--- src/rtl/modinv_pkg.sv ---
// Shared types and constants for the modular-inverse unit.
// The optional MODINV_STATS_EN build adds an iteration-count output to mod_inverse.
package modinv_pkg;

  localparam int MODINV_WIDTH = 16;
  localparam int ITER_CNT_W   = 8;

  typedef enum logic [2:0] {
    S_IDLE   = 3'd0,
    S_CHECK  = 3'd1,
    S_REDUCE = 3'd2,
    S_DIVIDE = 3'd3,
    S_UPDATE = 3'd4,
    S_FINAL  = 3'd5,
    S_DONE   = 3'd6
  } state_t;

  // Increment that sticks at all-ones instead of wrapping.
  function automatic logic [ITER_CNT_W-1:0] sat_inc(input logic [ITER_CNT_W-1:0] v);
    logic [ITER_CNT_W-1:0] one;
    one = {{(ITER_CNT_W-1){1'b0}}, 1'b1};
    if (v == {ITER_CNT_W{1'b1}}) begin
      return v;
    end else begin
      return v + one;
    end
  endfunction

endpackage

--- src/rtl/mod_inverse_divider.sv ---
// Restoring shift-subtract unsigned divider: one quotient bit per cycle,
// done pulses exactly WIDTH cycles after start; divide-by-zero yields q=all-ones, rem=dividend.
module mod_divider
  import modinv_pkg::*;
#(
  parameter int WIDTH = MODINV_WIDTH
) (
  input  logic             clk_in,
  input  logic             rst_n_in,
  input  logic             start_in,
  input  logic [WIDTH-1:0] dividend_in,
  input  logic [WIDTH-1:0] divisor_in,
  output logic [WIDTH-1:0] quotient_out,
  output logic [WIDTH-1:0] remainder_out,
  output logic             done_out
);

  localparam int CW = $clog2(WIDTH + 1);

  logic [WIDTH-1:0]   r_rem;
  logic [WIDTH-1:0]   r_quo;
  logic [WIDTH-1:0]   r_div;
  logic [CW-1:0]      r_cnt;
  logic               r_dz;
  logic               r_done;
  logic [2*WIDTH-1:0] w_step_first;
  logic [2*WIDTH-1:0] w_step;

  // r_quo starts as the dividend and collects quotient bits from the LSB as dividend bits leave the MSB.
  function automatic logic [2*WIDTH-1:0] div_step(input logic [WIDTH-1:0] rem,
                                                  input logic [WIDTH-1:0] quo,
                                                  input logic [WIDTH-1:0] dvs);
    logic [WIDTH:0]   trial;
    logic [WIDTH:0]   diff;
    logic [WIDTH-1:0] rem_n;
    logic             bit_n;
    trial = {rem, quo[WIDTH-1]};
    diff  = trial - {1'b0, dvs};
    if (trial >= {1'b0, dvs}) begin
      rem_n = diff[WIDTH-1:0];
      bit_n = 1'b1;
    end else begin
      rem_n = trial[WIDTH-1:0];
      bit_n = 1'b0;
    end
    return {rem_n, quo[WIDTH-2:0], bit_n};
  endfunction

  assign w_step_first = div_step({WIDTH{1'b0}}, dividend_in, divisor_in);
  assign w_step       = div_step(r_rem, r_quo, r_div);

  // The first step happens on the start edge, so the last of WIDTH steps lands WIDTH-1 edges later.
  always_ff @(posedge clk_in or negedge rst_n_in) begin
    if (!rst_n_in) begin
      r_rem  <= {WIDTH{1'b0}};
      r_quo  <= {WIDTH{1'b0}};
      r_div  <= {WIDTH{1'b0}};
      r_cnt  <= {CW{1'b0}};
      r_dz   <= 1'b0;
      r_done <= 1'b0;
    end else begin
      r_done <= 1'b0;
      if (start_in) begin
        r_div  <= divisor_in;
        r_cnt  <= CW'(WIDTH - 1);
        r_done <= (WIDTH == 1);
        if (divisor_in == {WIDTH{1'b0}}) begin
          r_dz  <= 1'b1;
          r_quo <= {WIDTH{1'b1}};
          r_rem <= dividend_in;
        end else begin
          r_dz           <= 1'b0;
          {r_rem, r_quo} <= w_step_first;
        end
      end else if (r_cnt != {CW{1'b0}}) begin
        r_cnt  <= r_cnt - CW'(1);
        r_done <= (r_cnt == CW'(1));
        if (!r_dz) begin
          {r_rem, r_quo} <= w_step;
        end
      end
    end
  end

  assign quotient_out  = r_quo;
  assign remainder_out = r_rem;
  assign done_out      = r_done;

endmodule

--- src/rtl/mod_inverse.sv ---
// Sequential modular inverse d = a^-1 mod m by iterative extended Euclid.
// Define MODINV_STATS_EN to add iter_count_out (DIVIDE iterations of the last result).
module mod_inverse
  import modinv_pkg::*;
#(
  parameter int WIDTH = MODINV_WIDTH
) (
  input  logic             clk_in,
  input  logic             rst_n_in,
  input  logic             ready_in,
  input  logic [WIDTH-1:0] value_in,
  input  logic [WIDTH-1:0] modulus_in,
  output logic [WIDTH-1:0] value_out,
  output logic             exists_out,
  output logic             busy_out,
  output logic             valid_out
`ifdef MODINV_STATS_EN
  ,
  output logic [ITER_CNT_W-1:0] iter_count_out
`endif
);

  state_t r_state;
  state_t w_next;

  logic [WIDTH-1:0]      r_a;
  logic [WIDTH-1:0]      r_m;
  logic [WIDTH-1:0]      r_r0;
  logic [WIDTH-1:0]      r_r1;
  logic signed [WIDTH:0] r_t0;
  logic signed [WIDTH:0] r_t1;
  logic                  r_launched;
  logic [WIDTH-1:0]      r_res;
  logic                  r_exists;
  logic [WIDTH-1:0]      r_value;
  logic                  r_exists_out;
  logic                  r_busy;
  logic                  r_valid;
`ifdef MODINV_STATS_EN
  logic [ITER_CNT_W-1:0] r_iter;
  logic [ITER_CNT_W-1:0] r_iter_out;
`endif

  logic                    w_div_start;
  logic [WIDTH-1:0]        w_div_dividend;
  logic [WIDTH-1:0]        w_div_divisor;
  logic [WIDTH-1:0]        w_div_q;
  logic [WIDTH-1:0]        w_div_r;
  logic                    w_div_done;
  logic                    w_m_small;
  logic signed [2*WIDTH:0] w_q_ext;
  logic signed [2*WIDTH:0] w_t0_ext;
  logic signed [2*WIDTH:0] w_t1_ext;
  logic signed [2*WIDTH:0] w_prod;
  logic signed [2*WIDTH:0] w_tdiff;
  logic signed [WIDTH:0]   w_t_new;
  logic signed [WIDTH:0]   w_t0_adj;

  assign w_m_small = (r_m[WIDTH-1:1] == {(WIDTH-1){1'b0}});

  // REDUCE launches a / m; every later launch is r0 / r1, once per DIVIDE visit.
  assign w_div_start    = (r_state == S_REDUCE) || ((r_state == S_DIVIDE) && !r_launched);
  assign w_div_dividend = (r_state == S_REDUCE) ? r_a : r_r0;
  assign w_div_divisor  = (r_state == S_REDUCE) ? r_m : r_r1;

  mod_divider #(.WIDTH(WIDTH)) u_div (
    .clk_in        (clk_in),
    .rst_n_in      (rst_n_in),
    .start_in      (w_div_start),
    .dividend_in   (w_div_dividend),
    .divisor_in    (w_div_divisor),
    .quotient_out  (w_div_q),
    .remainder_out (w_div_r),
    .done_out      (w_div_done)
  );

  // t1' = t0 - q*t1 at full product width, then cut back to WIDTH+1.
  assign w_q_ext  = {{(WIDTH+1){1'b0}}, w_div_q};
  assign w_t0_ext = {{WIDTH{r_t0[WIDTH]}}, r_t0};
  assign w_t1_ext = {{WIDTH{r_t1[WIDTH]}}, r_t1};
  assign w_prod   = w_q_ext * w_t1_ext;
  assign w_tdiff  = w_t0_ext - w_prod;
  assign w_t_new  = w_tdiff[WIDTH:0];
  assign w_t0_adj = r_t0[WIDTH] ? (r_t0 + $signed({1'b0, r_m})) : r_t0;

  // State register.
  always_ff @(posedge clk_in or negedge rst_n_in) begin
    if (!rst_n_in) begin
      r_state <= S_IDLE;
    end else begin
      r_state <= w_next;
    end
  end

  // Next-state logic.
  always_comb begin
    w_next = r_state;
    case (r_state)
      S_IDLE: begin
        if (ready_in) w_next = S_CHECK;
        else          w_next = S_IDLE;
      end
      S_CHECK: begin
        if (w_m_small) w_next = S_DONE;
        else           w_next = S_REDUCE;
      end
      S_REDUCE: w_next = S_DIVIDE;
      S_DIVIDE: begin
        if (r_launched && w_div_done) w_next = S_UPDATE;
        else                          w_next = S_DIVIDE;
      end
      S_UPDATE: begin
        if (w_div_r == {WIDTH{1'b0}}) w_next = S_FINAL;
        else                          w_next = S_DIVIDE;
      end
      S_FINAL: w_next = S_DONE;
      S_DONE:  w_next = S_IDLE;
      default: w_next = S_IDLE;
    endcase
  end

  // Datapath. CHECK seeds (r1,t0,t1) = (m,1,0) so the a/m reduction is retired by an ordinary
  // UPDATE, which leaves (r0,r1,t0,t1) = (m, a mod m, 0, 1).
  always_ff @(posedge clk_in or negedge rst_n_in) begin
    if (!rst_n_in) begin
      r_a          <= {WIDTH{1'b0}};
      r_m          <= {WIDTH{1'b0}};
      r_r0         <= {WIDTH{1'b0}};
      r_r1         <= {WIDTH{1'b0}};
      r_t0         <= {(WIDTH+1){1'b0}};
      r_t1         <= {(WIDTH+1){1'b0}};
      r_launched   <= 1'b0;
      r_res        <= {WIDTH{1'b0}};
      r_exists     <= 1'b0;
      r_value      <= {WIDTH{1'b0}};
      r_exists_out <= 1'b0;
      r_busy       <= 1'b0;
      r_valid      <= 1'b0;
`ifdef MODINV_STATS_EN
      r_iter       <= {ITER_CNT_W{1'b0}};
      r_iter_out   <= {ITER_CNT_W{1'b0}};
`endif
    end else begin
      r_valid <= 1'b0;
      case (r_state)
        S_IDLE: begin
          if (ready_in) begin
            r_a    <= value_in;
            r_m    <= modulus_in;
            r_busy <= 1'b1;
          end
        end
        S_CHECK: begin
          r_r0       <= r_a;
          r_r1       <= r_m;
          r_t0       <= {{WIDTH{1'b0}}, 1'b1};
          r_t1       <= {(WIDTH+1){1'b0}};
          r_launched <= 1'b0;
          r_res      <= {WIDTH{1'b0}};
          r_exists   <= 1'b0;
`ifdef MODINV_STATS_EN
          r_iter     <= {ITER_CNT_W{1'b0}};
`endif
        end
        S_REDUCE: r_launched <= 1'b1;
        S_DIVIDE: begin
          if (!r_launched) begin
            r_launched <= 1'b1;
`ifdef MODINV_STATS_EN
            r_iter     <= sat_inc(r_iter);
`endif
          end
        end
        S_UPDATE: begin
          r_r0       <= r_r1;
          r_r1       <= w_div_r;
          r_t0       <= r_t1;
          r_t1       <= w_t_new;
          r_launched <= 1'b0;
        end
        S_FINAL: begin
          if (r_r0 == {{(WIDTH-1){1'b0}}, 1'b1}) begin
            r_exists <= 1'b1;
            r_res    <= w_t0_adj[WIDTH-1:0];
          end else begin
            r_exists <= 1'b0;
            r_res    <= {WIDTH{1'b0}};
          end
        end
        S_DONE: begin
          r_value      <= r_res;
          r_exists_out <= r_exists;
          r_valid      <= 1'b1;
          r_busy       <= 1'b0;
`ifdef MODINV_STATS_EN
          r_iter_out   <= r_iter;
`endif
        end
        default: r_busy <= 1'b0;
      endcase
    end
  end

  assign value_out  = r_value;
  assign exists_out = r_exists_out;
  assign busy_out   = r_busy;
  assign valid_out  = r_valid;
`ifdef MODINV_STATS_EN
  assign iter_count_out = r_iter_out;
`endif

endmodule
--- config.mk ---
export PLATFORM = sky130hd
export DESIGN_NAME = mod_inverse
export DESIGN_NICKNAME = d
export VERILOG_FILES = /design/src/rtl/modinv_pkg.sv /design/src/rtl/mod_inverse_divider.sv /design/src/rtl/mod_inverse.sv
export SDC_FILE = /design/constraint.sdc
export NUM_CORES = 1
export LEC_CHECK = 0
export CAP_MARGIN = 20
export CELL_PAD_IN_SITES_DETAIL_PLACEMENT = 0
export CELL_PAD_IN_SITES_GLOBAL_PLACEMENT = 1
export CORE_ASPECT_RATIO = 1.75
export CORE_MARGIN = 10
export CORE_UTILIZATION = 45
export DETAILED_ROUTE_END_ITERATION = 8
export MAX_ROUTING_LAYER = met4
export PLACE_DENSITY = 0.84
export RECOVER_POWER = 50
export SLEW_MARGIN = 25
export SYNTH_ARGS = -nofsm -noshare
export SYNTH_HDL_FRONTEND = slang
export SYNTH_SLANG_ARGS = --single-unit
--- constraint.sdc ---
create_clock -name clk_in -period 5.3 [get_ports clk_in]
set_input_delay 0.53 -clock clk_in [delete_from_list [all_inputs] [get_ports clk_in]]
set_output_delay 0.53 -clock clk_in [all_outputs]
set_load 0.005 [all_outputs]
Word level (Yosys, flattened, before mapping)
Index checks and enable logic that the tools add are counted.
Word-level totals
  register bits: 193
  input port bits: 35
  output and inout port bits: 19
  memories kept: 0
  bits in read-only memories: 0
  logic and storage cells: 95
  latch bits: 0
  RAM bits: 0
Operators by class
  add/subtract/negate cells: 5
  bitwise gates (word level): 1
  div/mod/pow operators: 0
  mux-type cells: 37
  multipliers: 1
  order comparisons: 2
  shifts and indexed selects: 0
  equality and inequality tests: 10
  reductions and logical operators: 19
Operators by type and width (count)
  $mux W16: 14
  $pmux W16 S2: 3
  $pmux W17 S2: 2
  $logic_not A16 Y1: 2
  $pmux W3 S6: 1
  $ge A17 B16 Y1: 1
  $mul A17 B17 Y17: 1
  $sub A17 B17 Y17: 1
  $add A16 B16 Y16: 1
  $eq A16 B1 Y1 const B: 1
  $ge A1 B16 Y1: 1
  $sub A1 B16 Y16: 1
  $sub A16 B16 Y16: 1
  $logic_not A15 Y1: 1
  $mux W5: 2
  $eq A3 B3 Y1 const B: 3
  $mux W1: 9
  $mux W3: 3
  $reduce_bool A2 Y1: 4
  $eq A3 B2 Y1 const B: 2
  $pmux W1 S2: 3
  $reduce_and A2 Y1: 3
  $eq A5 B1 Y1 const B: 1
  $reduce_bool A5 Y1: 1
  11 further kinds: 13

Depth between registers and ports, before layout
  word-level depth: 6
  mapped depth: 24

By module
Synthesis repeated with hierarchy kept, for this count alone.
Second synthesis, totals
  cells, all modules: 1720
  area, all modules: 15833.9 um2
By module, submodules not included
  mod_inverse: sequential area each 3453.3 um2, instances 1, area an instance 12021.5 um2, cells each 1262
  mod_divider: sequential area each 1376.3 um2, instances 1, area an instance 3812.4 um2, cells each 458

Worst setup path before layout
Ideal clock, no wire load.
  path type: reg-to-reg
  from: register r_t1[1]
  to: register r_t1[16]
  buffers on the path: 2
  arrival: 5570 ps
  slack: -391 ps
  required time: 5179 ps
  stages on the path, launching flop included: 24
  cells stage by stage: dfrtp_1 clkbuf_1 clkbuf_1 nand2_1 fa_1 fa_1 inv_1 fa_1 inv_1 fa_1 fa_1 inv_1 fa_1 inv_1 ha_1 o21a_1 nor2_1 nor2b_1 o31ai_1 a21oi_1 o41ai_1 o21ai_0 xnor2_1 a22o_1
On the way
  cells in the longest elaborated chain, start to end: 3
RTL lines
  start, declared: line mod_inverse.sv:31  | logic signed [WIDTH:0] r_t1;
  start signal, assigned: line mod_inverse.sv:131  | r_t1 <= {(WIDTH+1){1'b0}};
  start signal, assigned: line mod_inverse.sv:157  | r_t1 <= {(WIDTH+1){1'b0}};
  start signal, assigned: line mod_inverse.sv:178  | r_t1 <= w_t_new;
  $mul A17 B17 Y17: line mod_inverse.sv:81  | assign w_prod = w_q_ext * w_t1_ext;
  $sub A17 B17 Y17: line mod_inverse.sv:82  | assign w_tdiff = w_t0_ext - w_prod;
  $pmux W17 S2: line mod_inverse.sv:145  | case (r_state)
No other way between the ends.
A chain may end at the register's enable or synchronous reset.

Final worst setup path
  from: register r_t1[0]
  to: register r_t1[16]
The elaborated chain is that of the path after synthesis.

==> metrics.txt <==
ys flop type dfrtp_1; Async SR Flop Fraction between 90% and 100%; Peak VDD IR 334.5 uV; Final Max Tran Viols 188; latest clock arrival within the worst-skew pair approximately 0.46 ns; Most common cell on crit path fa_1; Cell Area, Placed 16820 sq um; Final Hold Slack between 0.4 and 0.5 ns; Worst EP arrival 5.59 ns; Crit Path Category flip-flop to flip-flop; delay-heaviest family, CP adder cells; WP data required ~5.7 ns; Max-slew headroom -180.1%; crit path buf inv count 5; GP Congestion about 0.95; largest net degree at the start of global routing a little over 90; FF+latch count, synth roughly 190; Cell Count Post-Placement 2092; CTS tree built; Layout Nets around 1900; DR vias ~12000; failing checks max-capacitance violations, max-slew violations; initial core utilization between 40% and 50%; Clock Tree Buf Depth 2; Area growth syn-to-layout 14.79%; I/O pins 54; Cells after Synth 1575; DRC Markers 0; Die X-Extent roughly 160 um; Hold WC Path Type flip-flop to flip-flop; static leakage about 8 nW; Initial DRT Pass Iterations 5; port bufs 53; YS warnings 0; CTS root buf clkbuf_16; fin util about 52%; largest area contributor in the netlist dfrtp_1; post-DP HPWL 35.17 mm; Final setup viols 0; Post-synth EDFFs 0; Syn Area/Cell 9.728 sq um; WL final 44.23 mm; Synth top area share 31.52%; PwrDens approximately 420 nW/um^2; Critical Path Max Stage Delay between 0.5 and 0.6 ns; status finished with violations; crit path max fanout 4; post-route antenna net violation count 0; top post-synthesis cells by area dfrtp_1 (32%), fa_1 (15%), ha_1 (8.1%), mux2i_1 (5.3%), inv_1 (4.7%); pin slew with the least headroom to its limit roughly 4.2 ns; CTS Buf Count 17; total gr overflow 0; via count of the first global-routing pass about 13000; wire length per cell just over 20 um; startpoint types flip-flop; fin cells between 2000 and 2500; period utilization a little over nine tenths; FP Rows a little under 90; initial antenna violation count 0; GRT Total Usage between 20% and 30%; Design Area, Final 17590 sq um; final hold vios 0; # H-tree levels 4; Place WS -0.2020 ns; Core Area around 34000 sq um; Worst setup EP type flip-flop; Die ar. ~42000 sq um; worst path cell trace buf_6 > nand2_4 > fa_1 > fa_1 > inv_1 > fa_1 > inv_2 > fa_1 > fa_1 > inv_2 > fa_1 > inv_2 > ha_4 > a21o_1 > o31ai_2 > a21oi_2 > o41ai_4 > o21ai_1 > xnor2_1 > a22o_1; Die Span Y 264.1 um; Worst-path clk slew 0.08 ns; First DRT Iteration DRCs around 550; Via-to-Cell Ratio approximately 5.5; fmax 191.0 MHz; fin worst setup slack 0.06341 ns; commonest non-fill, non-tap cells in the layout dfrtp_1 (188), inv_1 (186), nand2_1 (182); ant diodes 0; Max-cap violations 3; setup TNS 0 ns; TritonCTS Sinks between 150 and 200; Final Critical Period around 5.2 ns; layout cells sized above 1 a little over an eighth; most common cell after layout, fill and taps aside dfrtp_1; CP max stage cell fa_1; Tot Pwr roughly 7.4 mW; sequential area share after synthesis 31.52%; Layout Skew 0.01234 ns; RSZ-0062 raised after global routing yes; mapped cell area between 15000 and 20000 sq um; synth unique cells slightly below 70; Synthesized Nets approximately 1800; first-pass GRT wire length between 70 and 80 mm
[cells in the mapped netlist, drive strengths merged, types with 2 or more instances]
cell type,number
dfrtp,193
inv,192
nand2,186
fa,112
ha,99
o21ai,95
mux2i,81
and2,75
clkbuf,63
xnor2,59
mux2,53
nor2,51
a21oi,46
a22o,33
xor2,21
a21o,19
o211ai,16
nor3,15
o21a,15
a22oi,14
nor4,14
buf,13
nand3,12
a211oi,9
o31ai,8
o221ai,7
a221oi,6
a31oi,6
nand2b,6
nand4,6
or3,6
nor2b,5
or2,5
o21bai,4
and3,3
a2111oi,2
a21boi,2
o22ai,2
o311ai,2
o31a,2
[worst min-delay path, stage by stage (launching register included)]
cell and delay, ns:
dfrtp_1 0.34, nand2_1 0.04, o21ai_0 0.06
[sequential cells by signal, summed over array words and instances (netlist names), 3 cells and up]
name and flops:
r_t0 17, r_state 3, u_div.remainder_out 16, r_t1 17, u_div.r_cnt 5, value_out 16, r_a 16, r_res 16
r_m 16, r_r1 16, u_div.r_div 16, r_r0 16, u_div.quotient_out 16
[power by group]
part           switching [mW]  internal, mW
combinational            1.90          1.55
clock                   0.621         0.719
sequential              0.701          1.94
total                    3.22          4.20
[final cells by class]
class                      count  area, sq um
clock buffer                  19        442.9
clock inverter                11        142.6
fill                        3114        16040
inverter                     192        720.7
multi-input combinational   1114         9649
sequential                   193         4836
tap                          455        569.3
timing repair buffer         143         1227
[kinds of logic after synthesis]
| group | after synthesis | share of synthesized area [%] |
|---|---|---|
| multiplexers | 134 | 9.187 |
| flip-flops | 193 | 31.52 |
| AND/OR/NAND/NOR | 390 | 12.04 |
| adder cells (fa/ha/maj) | 211 | 22.72 |
| XOR/XNOR | 80 | 4.695 |
| AO/OA/AOI/OAI | 299 | 13.14 |
| buffers and inverters | 268 | 6.696 |
[layer usage]
layer / GRT usage (%) / part of all wire, %
met2: 41.17 / 56
met4: 12.47 / 6.5
met5: - / 0
met3: 2.320 / 2.8
met1: 21.17 / 35
[worst paths after layout]
| kind | start | end | slack, ns | cells after the start |
|---|---|---|---|---|
| max | r_t1[0] | r_t1[16] | 0.06 | 20 |
| min | r_res[4] | r_res[4] | 0.49 | 2 |
| max reg2reg | r_t1[0] | r_t1[16] | 0.06 | 20 |
| min reg2reg | r_res[4] | r_res[4] | 0.49 | 2 |
| max in group asynchronous | rst_n_in | u_div.quotient_out[7] | 0.76 | 2 |
| min in group asynchronous | rst_n_in | r_m[6] | 1.76 | 1 |
[what timing repair did]
action                                  4_1_cts  5_1_grt
endpoints found under the setup margin        4        7
buffers inserted                              2        3
gates cloned                                  0        0
pin swaps                                     8       27
gates resized for setup                       5       37
hold buffers                                  0        0
(Power assumes the default switching activity.)
